<file path="config.mk">
export PLATFORM = sky130hd
export DESIGN_NAME = store_data_aligner_flat
export DESIGN_NICKNAME = d
export VERILOG_FILES = /design/src/rtl/store_pkg.sv /design/src/rtl/store_data_aligner_if.sv /design/src/rtl/store_lane_shifter.sv /design/src/rtl/store_data_aligner.sv /design/src/flat_wrapper.sv
export SDC_FILE = /design/constraint.sdc
export NUM_CORES = 1
export LEC_CHECK = 0
export BUFFER_PORTS_ARGS = -buffer_cell sky130_fd_sc_hd__buf_4
export CAP_MARGIN = 20
export CORE_MARGIN = 2
export CORE_UTILIZATION = 55
export DETAILED_ROUTE_END_ITERATION = 8
export PLACE_DENSITY = 0.94
export SYNTH_ARGS = -nofsm -noshare
export SYNTH_HDL_FRONTEND = slang
export SYNTH_HIERARCHICAL = 1
export SYNTH_SLANG_ARGS = --single-unit
</file>
<file path="constraint.sdc">
create_clock -name Clk -period 5.3 [get_ports Clk]
set_clock_uncertainty 0.05 [all_clocks]
set_input_delay 0.53 -clock Clk [delete_from_list [all_inputs] [get_ports Clk]]
set_output_delay 0.53 -clock Clk [all_outputs]
set_load 0.02 [all_outputs]
</file>
<file path="src/rtl/store_pkg.sv">
// Shared encodings for the store data aligner: access sizes, lane masks and FSM states.
package store_pkg;

  typedef enum logic [1:0] {
    SZ_BYTE = 2'b00,
    SZ_HALF = 2'b01,
    SZ_WORD = 2'b10,
    SZ_RSVD = 2'b11
  } size_e;

  localparam logic [3:0] MASK_BYTE = 4'b0001;
  localparam logic [3:0] MASK_HALF = 4'b0011;
  localparam logic [3:0] MASK_WORD = 4'b1111;

  localparam logic [1:0] ST_IDLE  = 2'd0;
  localparam logic [1:0] ST_BEAT0 = 2'd1;
  localparam logic [1:0] ST_BEAT1 = 2'd2;

endpackage

</file>
<file path="src/rtl/store_data_aligner_if.sv">
// Store request channel and data-memory beat channel of the store data aligner.
interface store_data_aligner_if #(
  parameter int ADDR_W = 32
);
  logic              req_valid;
  logic              req_ready;
  logic [ADDR_W-1:0] req_addr;
  logic [31:0]       req_data;
  logic [1:0]        req_size;
  logic              mem_valid;
  logic              mem_ready;
  logic [ADDR_W-1:0] mem_addr;
  logic [31:0]       mem_wdata;
  logic [3:0]        mem_be;
  logic              misalign_err;

  modport master (
    output req_valid, req_addr, req_data, req_size, mem_ready,
    input  req_ready, mem_valid, mem_addr, mem_wdata, mem_be, misalign_err
  );

  modport slave (
    input  req_valid, req_addr, req_data, req_size, mem_ready,
    output req_ready, mem_valid, mem_addr, mem_wdata, mem_be, misalign_err
  );
endinterface

</file>
<file path="src/rtl/store_lane_shifter.sv">
// Combinational lane placement: masks store data to its size and shifts data and
// byte enables across a two-word (64-bit) window starting at the byte offset.
module store_lane_shifter
  import store_pkg::*;
(
  input  logic [1:0]  offset,
  input  logic [31:0] data,
  input  size_e       size,
  output logic [63:0] d64,
  output logic [7:0]  be8,
  output logic        misaligned
);

  logic [3:0]  mask;
  logic [31:0] data_m;

  always_comb begin
    // NOTE: every always_comb output gets a default first so no path can infer a latch.
    mask   = 4'b0000;
    data_m = 32'h0;
    case (size)
      SZ_BYTE: begin mask = MASK_BYTE; data_m = {24'h0, data[7:0]};  end
      SZ_HALF: begin mask = MASK_HALF; data_m = {16'h0, data[15:0]}; end
      SZ_WORD: begin mask = MASK_WORD; data_m = data;                end
      default: ;
    endcase
    d64        = {32'h0, data_m} << {offset, 3'b000};
    be8        = {4'b0000, mask} << offset;
    misaligned = ((size == SZ_HALF) && (offset == 2'd3)) ||
                 ((size == SZ_WORD) && (offset != 2'd0));
  end

endmodule

</file>
<file path="src/rtl/store_data_aligner.sv">
// MEM-stage store aligner: turns sb/sh/sw into word-aligned byte-enabled memory beats.
// Define STORE_UNALIGNED_SPLIT_EN to split lane-crossing stores into two beats.
module store_data_aligner
  import store_pkg::*;
#(
  parameter int ADDR_W = 32
) (
  input  logic                 Clk,
  input  logic                 Reset,
  store_data_aligner_if.slave  bus
);

  logic [1:0]  state;
  logic [63:0] d64;
  logic [7:0]  be8;
  logic        misaligned;
  logic        final_beat;
  logic        req_err;
  logic        accept;
  size_e       size;

  assign size = size_e'(bus.req_size);

  store_lane_shifter u_shifter (
    .offset     (bus.req_addr[1:0]),
    .data       (bus.req_data),
    .size       (size),
    .d64        (d64),
    .be8        (be8),
    .misaligned (misaligned)
  );

`ifdef STORE_UNALIGNED_SPLIT_EN
  logic        split_pending;
  logic [31:0] hi_wdata;
  logic [3:0]  hi_be;

  assign final_beat = (state == ST_BEAT1) || ((state == ST_BEAT0) && !split_pending);
  assign req_err    = (size == SZ_RSVD);
`else
  logic unused_hi;

  assign unused_hi  = ^{d64[63:32], be8[7:4]};
  assign final_beat = (state == ST_BEAT0);
  assign req_err    = (size == SZ_RSVD) || misaligned;
`endif

  // Accepting in the final-beat handoff cycle lets the next beat follow with no bubble.
  assign bus.req_ready = (state == ST_IDLE) || (bus.mem_valid && bus.mem_ready && final_beat);
  assign accept        = bus.req_valid && bus.req_ready;

  always_ff @(posedge Clk) begin
    // NOTE: sequential state uses non-blocking assignments so every register samples pre-edge values.
    if (Reset) begin
      state            <= ST_IDLE;
      bus.mem_valid    <= 1'b0;
      bus.mem_addr     <= '0;
      bus.mem_wdata    <= 32'h0;
      bus.mem_be       <= 4'h0;
      bus.misalign_err <= 1'b0;
`ifdef STORE_UNALIGNED_SPLIT_EN
      split_pending    <= 1'b0;
      hi_wdata         <= 32'h0;
      hi_be            <= 4'h0;
`endif
    end else begin
      bus.misalign_err <= 1'b0;
      if (accept) begin
        if (req_err) begin
          bus.misalign_err <= 1'b1;
          bus.mem_valid    <= 1'b0;
          state            <= ST_IDLE;
        end else begin
          bus.mem_valid <= 1'b1;
          bus.mem_addr  <= {bus.req_addr[ADDR_W-1:2], 2'b00};
          bus.mem_wdata <= d64[31:0];
          bus.mem_be    <= be8[3:0];
          state         <= ST_BEAT0;
`ifdef STORE_UNALIGNED_SPLIT_EN
          split_pending <= misaligned;
          hi_wdata      <= d64[63:32];
          hi_be         <= be8[7:4];
`endif
        end
      end else if (bus.mem_valid && bus.mem_ready) begin
`ifdef STORE_UNALIGNED_SPLIT_EN
        if ((state == ST_BEAT0) && split_pending) begin
          // Upper beat goes to the next word; the add wraps at the top of the space.
          bus.mem_addr  <= bus.mem_addr + ADDR_W'(4);
          bus.mem_wdata <= hi_wdata;
          bus.mem_be    <= hi_be;
          split_pending <= 1'b0;
          state         <= ST_BEAT1;
        end else begin
          bus.mem_valid <= 1'b0;
          state         <= ST_IDLE;
        end
`else
        bus.mem_valid <= 1'b0;
        state         <= ST_IDLE;
`endif
      end
    end
  end

endmodule

</file>
<file path="src/flat_wrapper.sv">
// flat-port wrapper written by rule: the top's interface ports become plain ports
module store_data_aligner_flat import store_pkg::*;
#(
  parameter int ADDR_W = 32
)
  (Clk, Reset, bus_req_valid, bus_req_addr, bus_req_data, bus_req_size, bus_mem_ready, bus_req_ready, bus_mem_valid, bus_mem_addr, bus_mem_wdata, bus_mem_be, bus_misalign_err);
  store_data_aligner_if #(.ADDR_W(ADDR_W)) bus_i ();
  input  logic Clk;
  input  logic Reset;
  input wire logic [$bits(bus_i.req_valid)-1:0] bus_req_valid;
  input wire logic [$bits(bus_i.req_addr)-1:0] bus_req_addr;
  input wire logic [$bits(bus_i.req_data)-1:0] bus_req_data;
  input wire logic [$bits(bus_i.req_size)-1:0] bus_req_size;
  input wire logic [$bits(bus_i.mem_ready)-1:0] bus_mem_ready;
  output wire logic [$bits(bus_i.req_ready)-1:0] bus_req_ready;
  output wire logic [$bits(bus_i.mem_valid)-1:0] bus_mem_valid;
  output wire logic [$bits(bus_i.mem_addr)-1:0] bus_mem_addr;
  output wire logic [$bits(bus_i.mem_wdata)-1:0] bus_mem_wdata;
  output wire logic [$bits(bus_i.mem_be)-1:0] bus_mem_be;
  output wire logic [$bits(bus_i.misalign_err)-1:0] bus_misalign_err;
  assign bus_i.req_valid = bus_req_valid;
  assign bus_i.req_addr = bus_req_addr;
  assign bus_i.req_data = bus_req_data;
  assign bus_i.req_size = bus_req_size;
  assign bus_i.mem_ready = bus_mem_ready;
  assign bus_req_ready = bus_i.req_ready;
  assign bus_mem_valid = bus_i.mem_valid;
  assign bus_mem_addr = bus_i.mem_addr;
  assign bus_mem_wdata = bus_i.mem_wdata;
  assign bus_mem_be = bus_i.mem_be;
  assign bus_misalign_err = bus_i.misalign_err;
  store_data_aligner #(.ADDR_W(ADDR_W)) u_core (.Clk(Clk), .Reset(Reset), .bus(bus_i));
endmodule
</file>
After elaboration in Yosys (flattened, before gate mapping)
Cells that the tools add are included.
W data, S select, Z words.
{ "totals": {"register_bits": 70, "out_inout_bits": 71} }
{ "classes": {"eq_ne": 5, "shift": 2, "muxes": 9, "n_bitwise": 2, "reduce_logical": 14} }
{ "op_table": {"columns": ["operator", "count"], "rows": [
  ["$pmux W32 S3", 1],
  ["$shl A32 B5 Y32", 1],
  ["$pmux W4 S3", 1],
  ["$eq A2 B2 Y1 const B", 3],
  ["$logic_and A1 B1 Y1", 5],
  ["$mux W1", 5],
  ["$eq A2 B1 Y1 const B", 2],
  ["$logic_not A2 Y1", 2],
  ["$mux W2", 2],
  ["$reduce_bool A2 Y1", 2],
  ["$shl A4 B2 Y4", 1],
  ["$logic_or A1 B1 Y1", 3],
  ["$not A1 Y1", 2],
  ["$reduce_and A2 Y1", 1],
  ["$reduce_or A2 Y1", 1]
]} }

Depth between registers and ports, before layout
{ "logic_depth": {"ltp_word": 6, "mapped_depth": 11, "ltp_nobuf": 7} }

Hierarchy
The synthesis kept the hierarchy.
{ "modules_own_cells": {"columns": ["mod", "instances", "cells_each", "area_per_inst_um2"], "rows": [
  ["store_data_aligner", 1, 298, 3042.9],
  ["store_lane_shifter", 1, 169, 1121.1]
]} }

Worst setup path before layout
Ideal clock, no wire load.
{ "synth_path": {"kind": "input port to flip-flop", "from": "input port bus_req_addr[0]", "to": "register u_core.bus.mem_addr[12]", "setup_time_ns": 0.120, "arrival_ns": 2.171, "t_required_ns": 5.130, "slack_ns": 2.960, "cell_stages": 11, "n_path_buf": 6, "cell_sequence": "buf_2 -> buf_2 -> clkbuf_1 -> a21oi_1 -> o21ai_0 -> a21oi_2 -> and3_1 -> buf_2 -> buf_6 -> buf_6 -> mux2i_1"} }
{ "synth_via": {"elab_chain_len": 6} }
{ "synth_rtl": {"columns": ["element", "line", "text"], "rows": [
  ["from (decl)", "flat_wrapper.sv:11", "input wire logic [$bits(bus_i.req_addr)-1:0] bus_req_addr;"],
  ["$eq A2 B2 Y1 or $reduce_bool A2 Y1 (tied branches)", "store_lane_shifter.sv:29, store_lane_shifter.sv:30", null],
  ["$logic_and A1 B1 Y1, on equally long branches", "store_lane_shifter.sv:29, store_lane_shifter.sv:30", null],
  ["$logic_or A1 B1 Y1 (*)", "store_lane_shifter.sv:29", "misaligned = ((size == SZ_HALF) && (offset == 2'd3)) ||"],
  ["named net u_core.misaligned", "store_data_aligner.sv:16", "logic misaligned;"],
  ["$logic_or A1 B1 Y1 (*)", "store_data_aligner.sv:45", "assign req_err = (size == SZ_RSVD) || misaligned;"],
  ["$not A1 Y1 (no source line) (*)", null, null],
  ["$reduce_and A2 Y1 (no source line) (*)", null, null],
  ["to (signal assigned)", "store_data_aligner.sv:75", "bus.mem_addr <= {bus.req_addr[ADDR_W-1:2], 2'b00};"],
  ["to (decl)", "store_data_aligner_if.sv:24", "output req_ready, mem_valid, mem_addr, mem_wdata, mem_be, misalign_err"]
]} }
Mark *: on every way through the listed nets, which the timed path passes. The rest lies on a longest branch.
A chain may end at the register's enable or synchronous reset.

Final worst setup path
{ "layout_path": {"from": "input port bus_req_size[0]", "to": "register u_core.bus.mem_wdata[27]"} }
{ "layout_rtl": {"columns": ["element", "line", "text"], "rows": [
  ["from (decl)", "flat_wrapper.sv:13", "input wire logic [$bits(bus_i.req_size)-1:0] bus_req_size;"],
  ["$eq A2 B2 Y1, or another cell as far along", "store_lane_shifter.sv:21", "case (size)"],
  ["$pmux W32 S3 (*)", "store_lane_shifter.sv:21", null],
  ["$shl A32 B5 Y32 (*)", "store_lane_shifter.sv:27", "d64 = {32'h0, data_m} << {offset, 3'b000};"],
  ["named net u_core.d64[27]", "store_data_aligner.sv:14", "logic [63:0] d64;"],
  ["to (signal assigned)", "store_data_aligner.sv:76", "bus.mem_wdata <= d64[31:0];"],
  ["to (decl)", "store_data_aligner_if.sv:24", null]
]} }
Marks and branches as above.

==> summary.md <==
| Metric | Value |
|---|---|
| Cell area after synthesis | `3840 sq um` |
| Setup repair after global routing missed its margin | `false` |
| Overall via count from detail_route | `3278` |
| Mapped Avg Cell Area | `9.22 sq um` |
| Post-route DRC | `0` |
| Clk_lat worst skew | `0.33 ns` |
| Wire length per cell | `15.3 um` |
| Die height | `87.5 um` |
| Number of endpoints with negative hold slack in the final report | `0` |
| Overall die area | `7660 sq um` |
| Switching Power | `0.336 mW` |
| # Post-CTS Setup Buffers | `0` |
| Final-report max-slew violation count | `0` |
| Final setup violation count | `0` |
| Smallest hold slack | `0.403 ns` |
| Slew of the pin with the lowest slew margin | `1.03 ns` |
| Max-cap viol count | `0` |
| Clock share of power | `34.1%` |
| Vias per std cell | `5.35` |
| Clock slew at reported path FFs | `0.08 ns` |
| Standard-cell rows | `30` |
| Cells along the critical path | `buf_4, inv_1, ha_1, o21ai_0, nor3_1, a221o_1, nand2b_1, mux2i_1` |
| Signal arrival time at the worst endpoint | `2.58 ns` |
| Pin count of the biggest net entering global routing | `135` |
| Type of destination of the critical path | `flip-flop` |
| Storage element area | `1360 sq um` |
| Layout cell share with drive strength beyond 1 | `30.2%` |
| Max IR drop VDD | `130 uV` |
| Remaining number of nets flagged by the antenna check after routing | `0` |
| Total grt overflow | `0` |
| Crit path max-delay cell type | `nor3_1` |
| Total track usage | `24.5%` |
| Number of input and output port buffers inserted | `138` |
| Min-Delay Path Class | `in2reg` |
| Number of fill cells in the layout | `509` |
| Count of H-tree levels built during CTS | `3` |
| Ant diodes | `0` |
| CTS tree | `yes` |
| Share of total power in sequential cells | `44.6%` |
| Startpoint class of the critical path | `primary input` |
| Max frequency | `421 MHz` |
| Number of nets in the layout | `604` |
| Starting utilization of the core area | `56.8%` |
| Total power per unit cell area | `246 nW/um^2` |
| Delay contributed by the slowest stage of the critical path | `0.80 ns` |
| Cell at the root of the clock tree | `clkbuf_8` |
| Number of antenna violations at the first check in global routing | `0` |
| Maximum root-to-sink buffer count | `2` |
| Count of TritonRoute iterations in the first routing pass | `4` |
| Placer congestion estimate | `0.938` |
| Clock buffers created by TritonCTS | `9` |
| Count of routing violations after the opening detailed-route iteration | `188` |
| Sw Share | `27.4%` |
| Area added between synthesis and finish | `29.5%` |
| Via count of the first global-routing pass | `3125` |
| Number of cells produced by synthesis | `416` |
| First-pass GRT wire length | `14.7 mm` |
| Core Box Area | `6760 sq um` |
| Max-slew headroom | `30.5%` |
| Final wirelength | `9.40 mm` |
| Slack of the worst reg-to-reg path | `3.67 ns` |
| Period utilisation layout | `44.8%` |
| Num Clock Sinks | `68` |
| Combined area of the multi-input logic cells | `2240 sq um` |
| Number of buffers inserted for hold repair after clock tree synthesis | `0` |
| Overall power after layout | `1.22 mW` |
| Data required time at the worst endpoint | `5.50 ns` |
| Worst Setup Path Type | `in2reg` |
| Cells resized by post-CTS repair | `0` |
| Final critical path time including I/O delays and setup | `2.37 ns` |
| Post-DP HPWL | `6.76 mm` |
| Die extent in x | `87.5 um` |
| I/O pin total | `141` |
| Static power due to leakage | `2.18 nW` |
| Outcome | `finished clean` |
| Setup TNS Final | `0 ns` |
| Peak fanout along the critical path | `8` |
| Yosys warning total | `6` |
| Total internal power | `0.888 mW` |
| Part of the power in combinational logic | `21.3%` |
| Layout Utilization | `73.5%` |
-- registers in the layout, indices dropped and copies added, names as in the netlist --
signal                   count
u_core/bus.mem_addr         30
u_core/bus.mem_be            4
u_core/bus.mem_valid         1
u_core/bus.mem_wdata        32
u_core/bus.misalign_err      1
-- final timing paths --
check / endpoint / from / depth (start not counted)
min reg2reg: u_core/bus.mem_addr[22] / u_core/bus.mem_addr[22] / 2
min: u_core/bus.mem_addr[6] / bus_req_addr[6] / 3
max reg2reg: u_core/bus.mem_wdata[7] / u_core/bus.mem_valid / 4
max: u_core/bus.mem_wdata[27] / bus_req_size[0] / 8
-- critical path, delay by kind of cell --
| family | cells | cell delay, ns |
|---|---|---|
| and+or+nand+nor | 2 | 0.87 |
| muxes | 1 | 0.20 |
| buffers and inverters | 2 | 0.23 |
| AOI/OAI and AO/OA | 2 | 0.46 |
| adders and majority gates | 1 | 0.29 |
-- cells in the final DEF (no fill, tap or decap), drive strengths merged --
cell type,count
nor3b,1
conb,2
or2,1
bufinv,1
nor3,3
buf,139
inv,4
clkinvlp,1
a221o,16
or3,1
clkbuf,10
a21oi,13
mux2,1
clkinv,3
ha,5
o21ai,2
nor2b,1
nor2,11
and2,8
nand3,17
mux2i,74
nand2,5
nand2b,134
dfxtp,68
and3,12
-- stage by stage --
step           area [sq um]  instances  setup WS [ns]
6_report               4970        613           2.93
2_1_floorplan          3840        417           3.05
4_1_cts                4940        612           2.83
3_5_place_dp           4750        597           2.50
3_3_place_gp           4750        597           2.56
5_1_grt                4970        613           2.85
-- layer usage --
layer	vias to the layer above	track usage (%)	part of all wire, %
met4	0	8.95	1.1
met1	1481	32.5	42
li1	1610	-	-
met3	8	5.66	9.1
met2	179	39.0	47
met5	-	0	0
-- layout make-up --
class,instances,area share [%]
repair buffers,139,21.4
clock buffers,10,2.77
inverters,4,0.302
clock inverters,5,1.06
flip-flops and latches,68,27.4
well taps,80,2.01
multi-input cells,307,45.1
-- power groups by stage --
| stage | sequential [mW] | combinational [mW] | clock, mW |
|---|---|---|---|
| CTS | 0.547 | 0.258 | 0.430 |
| floorplan | 0.584 | 0.137 | 0 |
| global route | 0.549 | 0.278 | 0.458 |
| finish | 0.546 | 0.260 | 0.417 |
| detailed placement | 0.558 | 0.257 | 0 |
| global placement | 0.557 | 0.254 | 0 |
Note: power is estimated with default switching activity, not from simulation.
